===== src/rtl/s_mem_pkg.sv =====
// s_mem_pkg: shared constants and state encoding for the S-memory reader-side checker.
//   ADDR_W / DATA_W : memory address and data width (DATA_W must equal ADDR_W).
//   DEPTH           : number of memory words, 2**ADDR_W.
//   chk_state_t     : sweep FSM states.
package s_mem_pkg;
  localparam int ADDR_W = 8;
  localparam int DATA_W = 8;
  localparam int DEPTH  = 1 << ADDR_W;

  typedef enum logic [1:0] {
    ST_IDLE,
    ST_READ,
    ST_DRAIN
  } chk_state_t;
endpackage


===== src/rtl/s_mem_checker_perm_tracker.sv =====
// perm_tracker: "seen" bitmap with one bit per possible byte value.
//   clk, rst_n : clock, asynchronous active-low reset (clears the bitmap)
//   clr        : synchronous clear of the whole bitmap
//   chk        : test-and-set strobe for value idx
//   idx        : value being tested
//   dup        : combinational; 1 when chk is high and idx was already marked
module perm_tracker
  import s_mem_pkg::*;
#(
  parameter int IDX_W = ADDR_W
) (
  input  logic             clk,
  input  logic             rst_n,
  input  logic             clr,
  input  logic             chk,
  input  logic [IDX_W-1:0] idx,
  output logic             dup
);

  localparam int NBITS = 1 << IDX_W;

  logic [NBITS-1:0] seen;

  // The test reads the bit before this edge's set, so a duplicate is flagged
  // in the same cycle its second occurrence is presented.
  assign dup = chk & seen[idx];

  always_ff @(posedge clk or negedge rst_n) begin
    if (!rst_n) begin
      seen <= '0;
    end else if (clr) begin
      seen <= '0;
    end else if (chk) begin
      seen[idx] <= 1'b1;
    end
  end

endmodule


===== config.mk =====
export PLATFORM = sky130hd
export DESIGN_NAME = perm_tracker
export DESIGN_NICKNAME = d
export VERILOG_FILES = /design/src/rtl/s_mem_pkg.sv /design/src/rtl/s_mem_checker_perm_tracker.sv
export SDC_FILE = /design/constraint.sdc
export NUM_CORES = 1
export LEC_CHECK = 0
export BUFFER_PORTS_ARGS = -buffer_cell sky130_fd_sc_hd__buf_2
export CORE_ASPECT_RATIO = 1.1
export CORE_MARGIN = 1
export CORE_UTILIZATION = 68
export CTS_CLUSTER_SIZE = 28
export DETAILED_ROUTE_END_ITERATION = 12
export PLACE_DENSITY = 0.86
export RECOVER_POWER = 25
export REMOVE_ABC_BUFFERS = 1
export SLEW_MARGIN = 20
export SYNTH_ARGS = -nofsm -noshare
export SYNTH_HDL_FRONTEND = slang
export SYNTH_SLANG_ARGS = --single-unit

===== constraint.sdc =====
create_clock -name clk -period 5.35 [get_ports clk]
set_input_delay 0.535 -clock clk [delete_from_list [all_inputs] [get_ports clk]]
set_output_delay 0.535 -clock clk [all_outputs]
set_load 0.03 [all_outputs]

Word-level counts from Yosys, hierarchy flattened
Cells that the tools add are included.
{"block": "totals", "n_memories": 0, "reg_bits": 256, "inputBits": 12, "mem_bits_rw": 0, "wordCells": 13, "out_inout_bits": 1, "mem_bits_ro": 0, "latch_bits": 0}
{"block": "classes", "magnitude_cmp": 2, "n_mul": 0, "n_addsub": 0, "n_mux": 6, "div_mod_pow": 0, "n_reduce_logical": 2, "n_bitwise": 2, "shifts": 0, "eq_ne": 0}
{"operator": "two-way mux 256 bit", "count": 2}
{"operator": "bitwise OR 256 bit", "count": 1}
{"operator": "< comparator 8 x 9 -> 1 bit (second input constant)", "count": 1}
{"operator": "binary-select mux 1 bit (select 8 bit)", "count": 1}
{"operator": "demux 1 bit (select 8 bit)", "count": 1}
{"operator": "greater-or-equal comparator 8 x 1 -> 1 bit (second input constant)", "count": 1}
{"operator": "two-way mux 1 bit", "count": 2}
{"operator": "nonzero test 2 bit", "count": 1}
{"operator": "AND 1 bit", "count": 1}
{"operator": "logical AND 1 bit", "count": 1}

Depth between registers and ports, before layout
Gate-level depths: netlist (run 1).
{"block": "logic_depth", "depth_word": 7, "ltp_mapped": 11, "depth_no_buf": 7}

Worst setup path before layout (run 1)
No wires, ideal clock.
{"block": "synth_timing", "path_type": "in2out", "from": "input port idx[0]", "to": "output port dup", "arrival_time_ns": 2.415, "cell_stages": 10, "n_path_buf": 3, "setup_slack_ns": 2.400, "required_ns": 4.815, "path_cell_list": "buf_6 buf_12 buf_12 mux2i_1 a221oi_1 o21ai_0 and3_4 a41oi_2 o211ai_1 a32oi_1"}
{"block": "synth_between", "elab_chain_cells": 3}
{"element": "start, declared", "line_no": "s_mem_checker_perm_tracker.sv:16", "source": "input logic [IDX_W-1:0] idx,"}
{"element": "binary-select mux 1 bit (select 8 bit)", "line_no": "s_mem_checker_perm_tracker.sv:26", "source": "assign dup = chk & seen[idx];"}
{"element": "two-way mux 1 bit (not written as such)", "line_no": "s_mem_checker_perm_tracker.sv:26"}
{"element": "AND 1 bit", "line_no": "s_mem_checker_perm_tracker.sv:26"}
{"element": "end, declared", "line_no": "s_mem_checker_perm_tracker.sv:17", "source": "output logic dup"}
Every way passes these cells. The select of a mux whose other input is x is not followed.

Worst setup path after layout (run 1)
Same ends and word-level chain as after synthesis.

==> results.tsv, run 1 <==
metric	value	unit
most numerous cell in the Yosys netlist	nor2_1	
worst-path fanout max	55	
Worst setup SP type	input pin	
placer congestion estimate	0.845	
nets@finish	1057	
max FFs per register	256	
# DRC	0	
Critical Path RT	4.82	ns
crit path kind	input pin to primary output	
Area Growth Syn to Fin	8.21	%
sequential-to-total area share from yosys stat	0.559	
final hold violations	0	
setup TNS	0	ns
routed vias/inst	7.02	
HP Class	flop to flop	
fill count	972	
register bit count reported by yosys	256	
CTS tree	yes	
cells resized by post-CTS repair	0	
Commonest cells post-synth	nor2_1 (282), a21oi_1 (256), dfrtp_1 (256)	
worst reg-to-reg setup slack	4.56	ns
Hold Path End	seen[83]	
postcts setup bufs	0	
clock buffer depth	3	
first-pass GRT wire length	47500	µm
post-synthesis async set-or-reset flop share	1.00	
row cnt	49	
initial antenna violation count	0	
Clock Tree Root	clkbuf_16	
vias in the first global route	9011	
Lkg Pwr	5.69	nW
failing checks	max-capacitance violations, max-slew violations	
DR WL/cell	23.2	µm
Biggest register	seen	
Critical Path Sink Type	primary output	
R2R Path End	seen[138]	
number of synthesized flops with an enable pin	0	
fin crit share	0.761	
grt ovf	0	
maxcap violations	1	
peak supply drop	0.294	mV
biggest area consumer among synthesized cells	dfrtp_1	
worst-skew pair later-pin latency	0.53	ns
clk sinks	256	
reg2reg start	seen[138]	
Ys Warns	0	
Core Region	0.0164	mm²
Mapped Area	0.0115	mm²
average size of a mapped cell	10.7	µm²
PD cells	318	mW/mm²
Hold Path Stages	2	
Yosys top cell area share	0.559	
unrepaired setup endpoints after global routing	false	
final WL	29400	µm
R2R depth	2	
IO Port Bufs	12	
WHS	0.486	ns
H-tree Lvls	1	
outcome	finished with violations	
Die Y	138	µm
share of layout cells above drive strength 1	0.128	
I/O pin count	13	
ranking of synthesized cells by area	dfrtp_1 (56%), a21oi_1 (11%), nor2_1 (9.2%), mux4_2 (8.3%), mux4_1 (3.7%)	
ys flop type	dfrtp_1	
Cell variety after synth	41	
first-pass iteration count of the detailed router	6	
FMAX	246	MHz
worst clock skew	0	ns
drt initial violations	1245	
Slew Limit Fails	60	
GRT Total Usage	0.354	
dpl hpwl	16700	µm
largest net degree at the start of global routing	141	
hold_sp	seen[83]	
crit path DAT	3.54	ns
DR vias	8885	
Synth Instances	1071	
Clk pin slew, worst setup/hold paths	0.05	ns
Chip Width	126	µm
number of antenna-violating nets in the routed design	0	
number of buffers created by CTS	26	
die area	0.0174	mm²
Final min period	4.07	ns
Least-Margin Pin Slew	3.23	ns
Starting Density	0.698	
Post-CTS Hold Fix Bufs	0	
final setup fails	0	
relative slew slack	-1.15	
largest registers	seen (256)	
==> worst max-delay path, stage by stage <==
cell      delay, ns
buf_4          0.73
buf_4          0.42
mux2i_1        0.12
a221oi_1       0.34
o21ai_0        0.16
and3_4         0.23
a41oi_2        0.14
o211ai_1       0.14
a32oi_1        0.35
buf_2          0.27
==> worst max-delay path by stage <==
stage                 from   endpoint  slack, ns
global placement    idx[0]        dup       1.44
floorplan           idx[2]        dup       2.64
finish              idx[0]        dup       1.28
global route         rst_n  seen[226]        1.0
detailed placement  idx[0]        dup       1.35
CTS                 idx[0]        dup       1.36
==> cell usage in the layout (no fill, tap or decap), types with 7 or more instances in the layout <==
cell / count
a21oi_1: 256
mux2i_1: 20
nand2_1: 24
a221oi_1: 8
o21ai_0: 9
nor3_1: 9
clkbuf_16: 27
nand2b_1: 7
mux4_1: 16
nor2_1: 276
mux4_2: 42
dfrtp_1: 256
buf_2: 9
buf_4: 23
==> per-layer routing <==
metal  vias to the layer above  track usage  share of wire
met2                       615        0.534           0.47
li1                       3712            -              -
met3                       154       0.0731           0.10
met4                         0        0.214          0.060
met1                      4404        0.481           0.37
met5                         -            0              0
==> kinds of logic after synthesis <==
logic type / Yosys count / share of synthesized area
flip-flops: 256 / 0.559
AO/OA/AOI/OAI: 297 / 0.138
multiplexers: 82 / 0.141
AND/OR/NAND/NOR: 342 / 0.119
buffers and inverters: 94 / 0.0433
==> cell type report <==
type / instances / area [µm²] / area share
sequential: 256 / 6410 / 0.516
multi-input combinational: 721 / 4610 / 0.372
clock buffer: 35 / 756 / 0.0609
timing repair buffer: 37 / 290 / 0.0234
tap: 204 / 255 / 0.0206
clock inverter: 8 / 68.8 / 0.00555
inverter: 3 / 11.3 / 0.000908
antenna: 1 / 2.50 / 0.000202
==> metrics by stage <==
| step | worst slack, ns | power [mW] | utilization | std cells | instance area (µm²) |
|---|---|---|---|---|---|
| 2_1_floorplan | 2.64 | 2.05 | - | 980 | 11000 |
| 3_3_place_gp | 1.44 | 2.20 | 0.703 | 1219 | 11500 |
| 3_5_place_dp | 1.35 | 2.20 | 0.703 | 1219 | 11500 |
| 4_1_cts | 1.36 | 3.94 | 0.753 | 1262 | 12400 |
| 5_1_grt | 1.00 | 4.04 | 0.755 | 1264 | 12400 |
| 6_report | 1.28 | 3.94 | 0.755 | 1265 | 12400 |
==> power by group <==
part           switching, mW  internal (mW)
clock network          0.739           1.03
registers            0.00251           1.94
logic                  0.175         0.0539
Note: power is estimated with default switching activity, not from simulation.
==> run 2: changes to the inputs <==
- ABC_AREA: default -> 1
- CORE_UTILIZATION: 68 -> 57
- PLACE_DENSITY: 0.86 -> 0.77
- clock period: 5.35 -> 3.4 ns (I/O delays scaled with it)
==> run 2 against run 1 <==
The flow still finishes with violations (max-capacitance violations, max-slew violations). Area after synthesis rose by 8.8%. Largest cell class unchanged. Sequential power rose by 58%. Die area rose by 29%.
==> results.tsv, run 2 <==
metric	value	unit
I/O pin count	13	
failing checks	max-capacitance violations, max-slew violations	
largest net degree at the start of global routing	97	
nets@finish	1654	
number of antenna-violating nets in the routed design	0	
ys flop type	dfrtp_1	
Commonest cells post-synth	nand2_1 (596), dfrtp_1 (256), a21oi_1 (254)	
largest registers	seen (256)	
fill count	1851	
crit path DAT	2.44	ns
Chip Width	143	µm
HP Class	input pin to flop	
Core Util, Final	0.641	
relative slew slack	-0.676	
initial antenna violation count	0	
Total Power	6.55	mW
clk sinks	256	
first-pass iteration count of the detailed router	7	
Lkg Pwr	6.49	nW
biggest area consumer among synthesized cells	dfrtp_1	
drt initial violations	1310	
average size of a mapped cell	7.48	µm²
Core Region	0.0214	mm²
worst-skew pair later-pin latency	0.52	ns
postcts setup bufs	0	
Slew Limit Fails	95	
maxcap violations	2	
GRT Total Usage	0.313	
setup TNS	0	ns
PD cells	478	mW/mm²
switching power of the nets	1.52	mW
reg2reg start	seen[20]	
# diodes	0	
Critical Path Sink Type	primary output	
DR WL/cell	17.2	µm
most frequent cells in the layout	nand2_1 (596), dfrtp_1 (256), a21oi_1 (254), nor2_1 (229), inv_1 (101)	
Cell variety after synth	23	
grt ovf	0	
# DRC	0	
row cnt	56	
Starting Density	0.584	
post-synthesis async set-or-reset flop share	1.00	
register bit count reported by yosys	256	
IO Port Bufs	12	
vias in the first global route	10300	
number of synthesized flops with an enable pin	0	
Hold Path End	seen[100]	
R2R Path End	seen[20]	
peak supply drop	0.411	mV
cells resized by post-CTS repair	0	
number of buffers created by CTS	27	
Yosys top cell area share	0.514	
worst-path fanout max	37	
first-pass GRT wire length	54500	µm
Die Y	157	µm
routed vias/inst	5.59	
placer congestion estimate	0.888	
Cell Int Power	5.03	mW
Least-Margin Pin Slew	2.51	ns
unrepaired setup endpoints after global routing	false	
Biggest register	seen	
outcome	finished with violations	
Critical Path RT	3.06	ns
Flop pwr share	0.467	
clock buffer depth	3	
max FFs per register	256	
FMAX	360	MHz
clock network fraction of design power	0.476	
Clock Tree Root	clkbuf_16	
sequential-to-total area share from yosys stat	0.514	
H-tree Lvls	1	
Post-CTS Hold Fix Bufs	1	
Ys Warns	0	
Clk pin slew, worst setup/hold paths	0.06	ns
Final min period	2.78	ns
R2R depth	2	
dpl hpwl	19500	µm
final WL	33500	µm
Worst setup SP type	input pin	
crit path kind	input pin to primary output	
worst clock skew	0	ns
commonest non-fill, non-tap cell in the layout	nand2_1	
Combinational Power Share	0.057	
Area Growth Syn to Fin	9.78	%
Hold Path Stages	2	
hold_sp	clr	
final hold violations	0	
final setup fails	0	
Synth Instances	1667	
die area	0.0225	mm²
fin crit share	0.818	
worst reg-to-reg setup slack	2.66	ns
CTS tree	yes	
Net Sw Frac	0.232	
share of layout cells above drive strength 1	0.0728	
ranking of synthesized cells by area	dfrtp_1 (51%), nand2_1 (18%), a21oi_1 (10%), nor2_1 (6.9%), inv_1 (3.0%)	
Mapped Area	0.0125	mm²
DR vias	10900	
most numerous cell in the Yosys netlist	nand2_1	
run 2: how the worst max path moves through the flow:
| stage | from | slack (ns) | endpoint | cells after the start |
|---|---|---|---|---|
| after global placement | idx[2] | 0.68 | dup | 15 |
| after detailed placement | idx[3] | 0.66 | seen[218] | 7 |
| after floorplan | idx[1] | 1.19 | dup | 13 |
| final | idx[0] | 0.62 | dup | 18 |
| after global routing | rst_n | 0.31 | seen[213] | 2 |
| after CTS | idx[0] | 0.69 | dup | 18 |
run 2: area by class of cell:
cell class | instances | area [µm²] | share of cell area
timing repair buffer | 53 | 503 | 0.0367
tap | 290 | 363 | 0.0265
clock buffer | 40 | 795 | 0.0580
clock inverter | 9 | 151 | 0.0111
multi-input combinational | 1196 | 5070 | 0.370
inverter | 108 | 405 | 0.0296
sequential | 256 | 6410 | 0.468
run 2: logic make-up (layout without fill, tap and decap cells):
| logic type | after synthesis | in the layout | share of synthesized area |
|---|---|---|---|
| AO/OA/AOI/OAI | 347 | 347 | 0.140 |
| AND/OR/NAND/NOR | 849 | 849 | 0.267 |
| buffers and inverters | 215 | 210 | 0.0797 |
| flip-flops | 256 | 256 | 0.514 |
run 2: worst max-delay path, stage by stage:
cell     delay, ns
buf_6         0.26
inv_2         0.17
buf_12        0.21
nand2_1       0.08
nand2_1       0.06
nand2_1       0.05
nand2_1       0.06
nand2_1       0.06
nand2_1       0.08
nor2_1        0.12
nor2_1        0.05
nor2_1        0.22
nand2_1       0.09
nand2_1       0.06
nand2_1       0.05
nor2_1        0.14
nor2_1        0.11
buf_2         0.21
run 2: layer usage:
metal | track usage | part of all wire | up-vias | wire, µm
li1 | - | - | 5153 | -
met1 | 0.436 | 0.42 | 5242 | 14000
met2 | 0.496 | 0.47 | 433 | 15900
met3 | 0.0429 | 0.074 | 85 | 2470
met4 | 0.126 | 0.034 | 0 | 1140
met5 | 0 | 0 | - | 0
run 2: power by group through the flow:
| stage | registers (mW) | clock network [mW] | logic, mW |
|---|---|---|---|
| final | 3.06 | 3.12 | 0.372 |
| after global routing | 3.05 | 3.27 | 0.400 |
| after CTS | 3.06 | 3.15 | 0.370 |
| after detailed placement | 3.11 | 0 | 0.368 |
| after global placement | 3.11 | 0 | 0.365 |
| after floorplan | 3.11 | 0 | 0.0940 |
run 2: through the flow:
step	instance area (µm²)	hold slack (ns)	setup WS, ns	cells
floorplan	11900	0.0444	1.19	1560
global placement	12800	0.425	0.683	1902
detailed placement	12800	0.431	0.663	1902
CTS	13700	0.272	0.690	1952
global route	13700	0.281	0.308	1952
finish	13700	0.261	0.619	1952
==> run 3: changes to the inputs <==
- ABC_AREA: 1 -> 0
- CORE_UTILIZATION: 57 -> 63
- PLACE_DENSITY: 0.77 -> 0.81
- clock period: 3.4 -> 2.9 ns (I/O delays scaled with it)
==> run 3 against run 2 <==
The flow still finishes with violations (max-capacitance violations, max-slew violations). Via count shrank 18%. Utilization grew 8.4 points. Cell count shrank 31%. Worst hold slack lost 0.032 ns. Count of clock-buffer cells in the layout shrank 1. Clock power grew 3%. Sequential share of layout area grew 3.1 points. Sequential power grew 17%. Worst setup slack lost 0.57 ns. Non-clock buffer count grew 32. Final area shrank 6.1%. Die area shrank 17%.
==> results.tsv, run 3 (synthesis gave the netlist of run 1 again) <==
metric	value	unit
outcome	finished with violations	
failing checks	max-capacitance violations, max-slew violations	
IO Port Bufs	12	
DR vias	8913	
FMAX	351	MHz
relative slew slack	-0.00797	
critical path's top delay family	multiplexers	
peak supply drop	0.440	mV
dpl hpwl	18900	µm
first-pass GRT wire length	47000	µm
Hold Path Stages	2	
Critical Path, Cell by Cell	mux4_2, mux4_2, or2_4, o211ai_1, a32oi_2, buf_6	
share of layout cells above drive strength 1	0.166	
Total Power	7.27	mW
crit path DAT	2.56	ns
most frequent cells in the layout	nor2_1 (282), a21oi_1 (256), dfrtp_1 (256), buf_4 (64), mux4_2 (43)	
clk sinks	256	
initial antenna violation count	0	
maxcap violations	1	
Least-Margin Pin Slew	1.51	ns
slowest cell on the critical path	mux4_2	
Final min period	2.85	ns
clock buffer depth	3	
clock network fraction of design power	0.442	
number of antenna-violating nets in the routed design	0	
Chip Width	131	µm
# DRC	0	
H-tree Lvls	1	
Combinational Power Share	0.065	
first-pass iteration count of the detailed router	8	
unrepaired setup endpoints after global routing	true	
crit path kind	flop to primary output	
vias in the first global route	8931	
I/O pin count	13	
largest registers	seen (256)	
PD cells	566	mW/mm²
area taken by multi-input logic gates	0.00462	mm²
R2R depth	2	
Clock Tree Root	clkbuf_16	
CP Buf/Inv Count	1	
Flop pwr share	0.493	
fin crit share	0.982	
number of buffers created by CTS	26	
worst clock skew	0	ns
Cell Int Power	5.57	mW
Core Region	0.0177	mm²
worst-path fanout max	2	
cell mode on critical path	mux4_2	
final hold violations	0	
placer congestion estimate	0.891	
routed vias/inst	6.62	
DR WL/cell	22.3	µm
switching power of the nets	1.70	mW
worst-skew pair later-pin latency	0.52	ns
nets@finish	1105	
Die Y	143	µm
Register Area	0.00641	mm²
fill count	1206	
Lkg Pwr	5.94	nW
die area	0.0187	mm²
Biggest register	seen	
row cnt	51	
setup TNS	0	ns
Critical Path RT	2.61	ns
CTS tree	yes	
grt ovf	0	
Slew Limit Fails	61	
Net Sw Frac	0.233	
largest net degree at the start of global routing	87	
max FFs per register	256	
# diodes	0	
Area Growth Syn to Fin	12.1	%
final setup fails	0	
Critical Path Sink Type	primary output	
GRT Total Usage	0.333	
Clk pin slew, worst setup/hold paths	0.06	ns
drt initial violations	956	
Levels on crit path	6	
commonest non-fill, non-tap cell in the layout	nor2_1	
HP Class	input pin to flop	
Starting Density	0.646	
CP max stage delay	0.50	ns
final WL	30100	µm
Worst setup SP type	flop	
-- run 3: area by class of cell --
class / instances / share of cell area
flip-flops and latches: 256 / 0.498
multi-input cells: 721 / 0.360
clock buffers: 39 / 0.0615
repair buffers: 85 / 0.0548
well taps: 238 / 0.0232
clock inverters: 4 / 0.00156
inverters: 3 / 0.000876
-- run 3: final timing paths --
kind                                  end  slack, ns       from
worst max-delay path                  dup       0.05  seen[199]
worst min-delay path             seen[32]       0.23        clr
worst max register to register  seen[195]       2.12  seen[195]
worst min register to register  seen[119]       0.48  seen[119]
max in group asynchronous       seen[201]       0.47      rst_n
min in group asynchronous       seen[177]       0.66      rst_n
-- run 3: repair_timing --
| action | 4_1_cts | 5_1_grt |
|---|---|---|
| setup endpoints to repair | 1 | 1 |
| setup buffers | 0 | 0 |
| hold buffers | 1 | 0 |
| pin swaps | 0 | 1 |
| resized for setup | 6 | 6 |
| cloned | 0 | 0 |
| endpoints found under the hold margin | 56 | 0 |
-- run 3: stage by stage --
stage / std cells / util / cell area, µm² / hold WS [ns] / setup slack [ns]
2_1_floorplan: 980 / - / 11000 / -0.00559 / 0.681
3_3_place_gp: 1302 / 0.678 / 12000 / 0.256 / -0.0642
3_5_place_dp: 1302 / 0.678 / 12000 / 0.251 / 0.00583
4_1_cts: 1346 / 0.725 / 12900 / 0.237 / 0.0163
5_1_grt: 1346 / 0.724 / 12900 / 0.264 / -0.0347
6_report: 1346 / 0.724 / 12900 / 0.229 / 0.0513
-- run 3: power by group through the flow --
stage               Clock [mW]  Combinational (mW)  Sequential (mW)
global route              3.36               0.506             3.58
floorplan                    0               0.137             3.65
finish                    3.21               0.472             3.58
detailed placement           0               0.462             3.65
CTS                       3.22               0.471             3.58
global placement             0               0.458             3.65
-- run 3: routing by layer --
layer	part of all wire	track usage
met1	0.38	0.438
met2	0.49	0.534
met3	0.085	0.0510
met4	0.048	0.183
met5	0	0
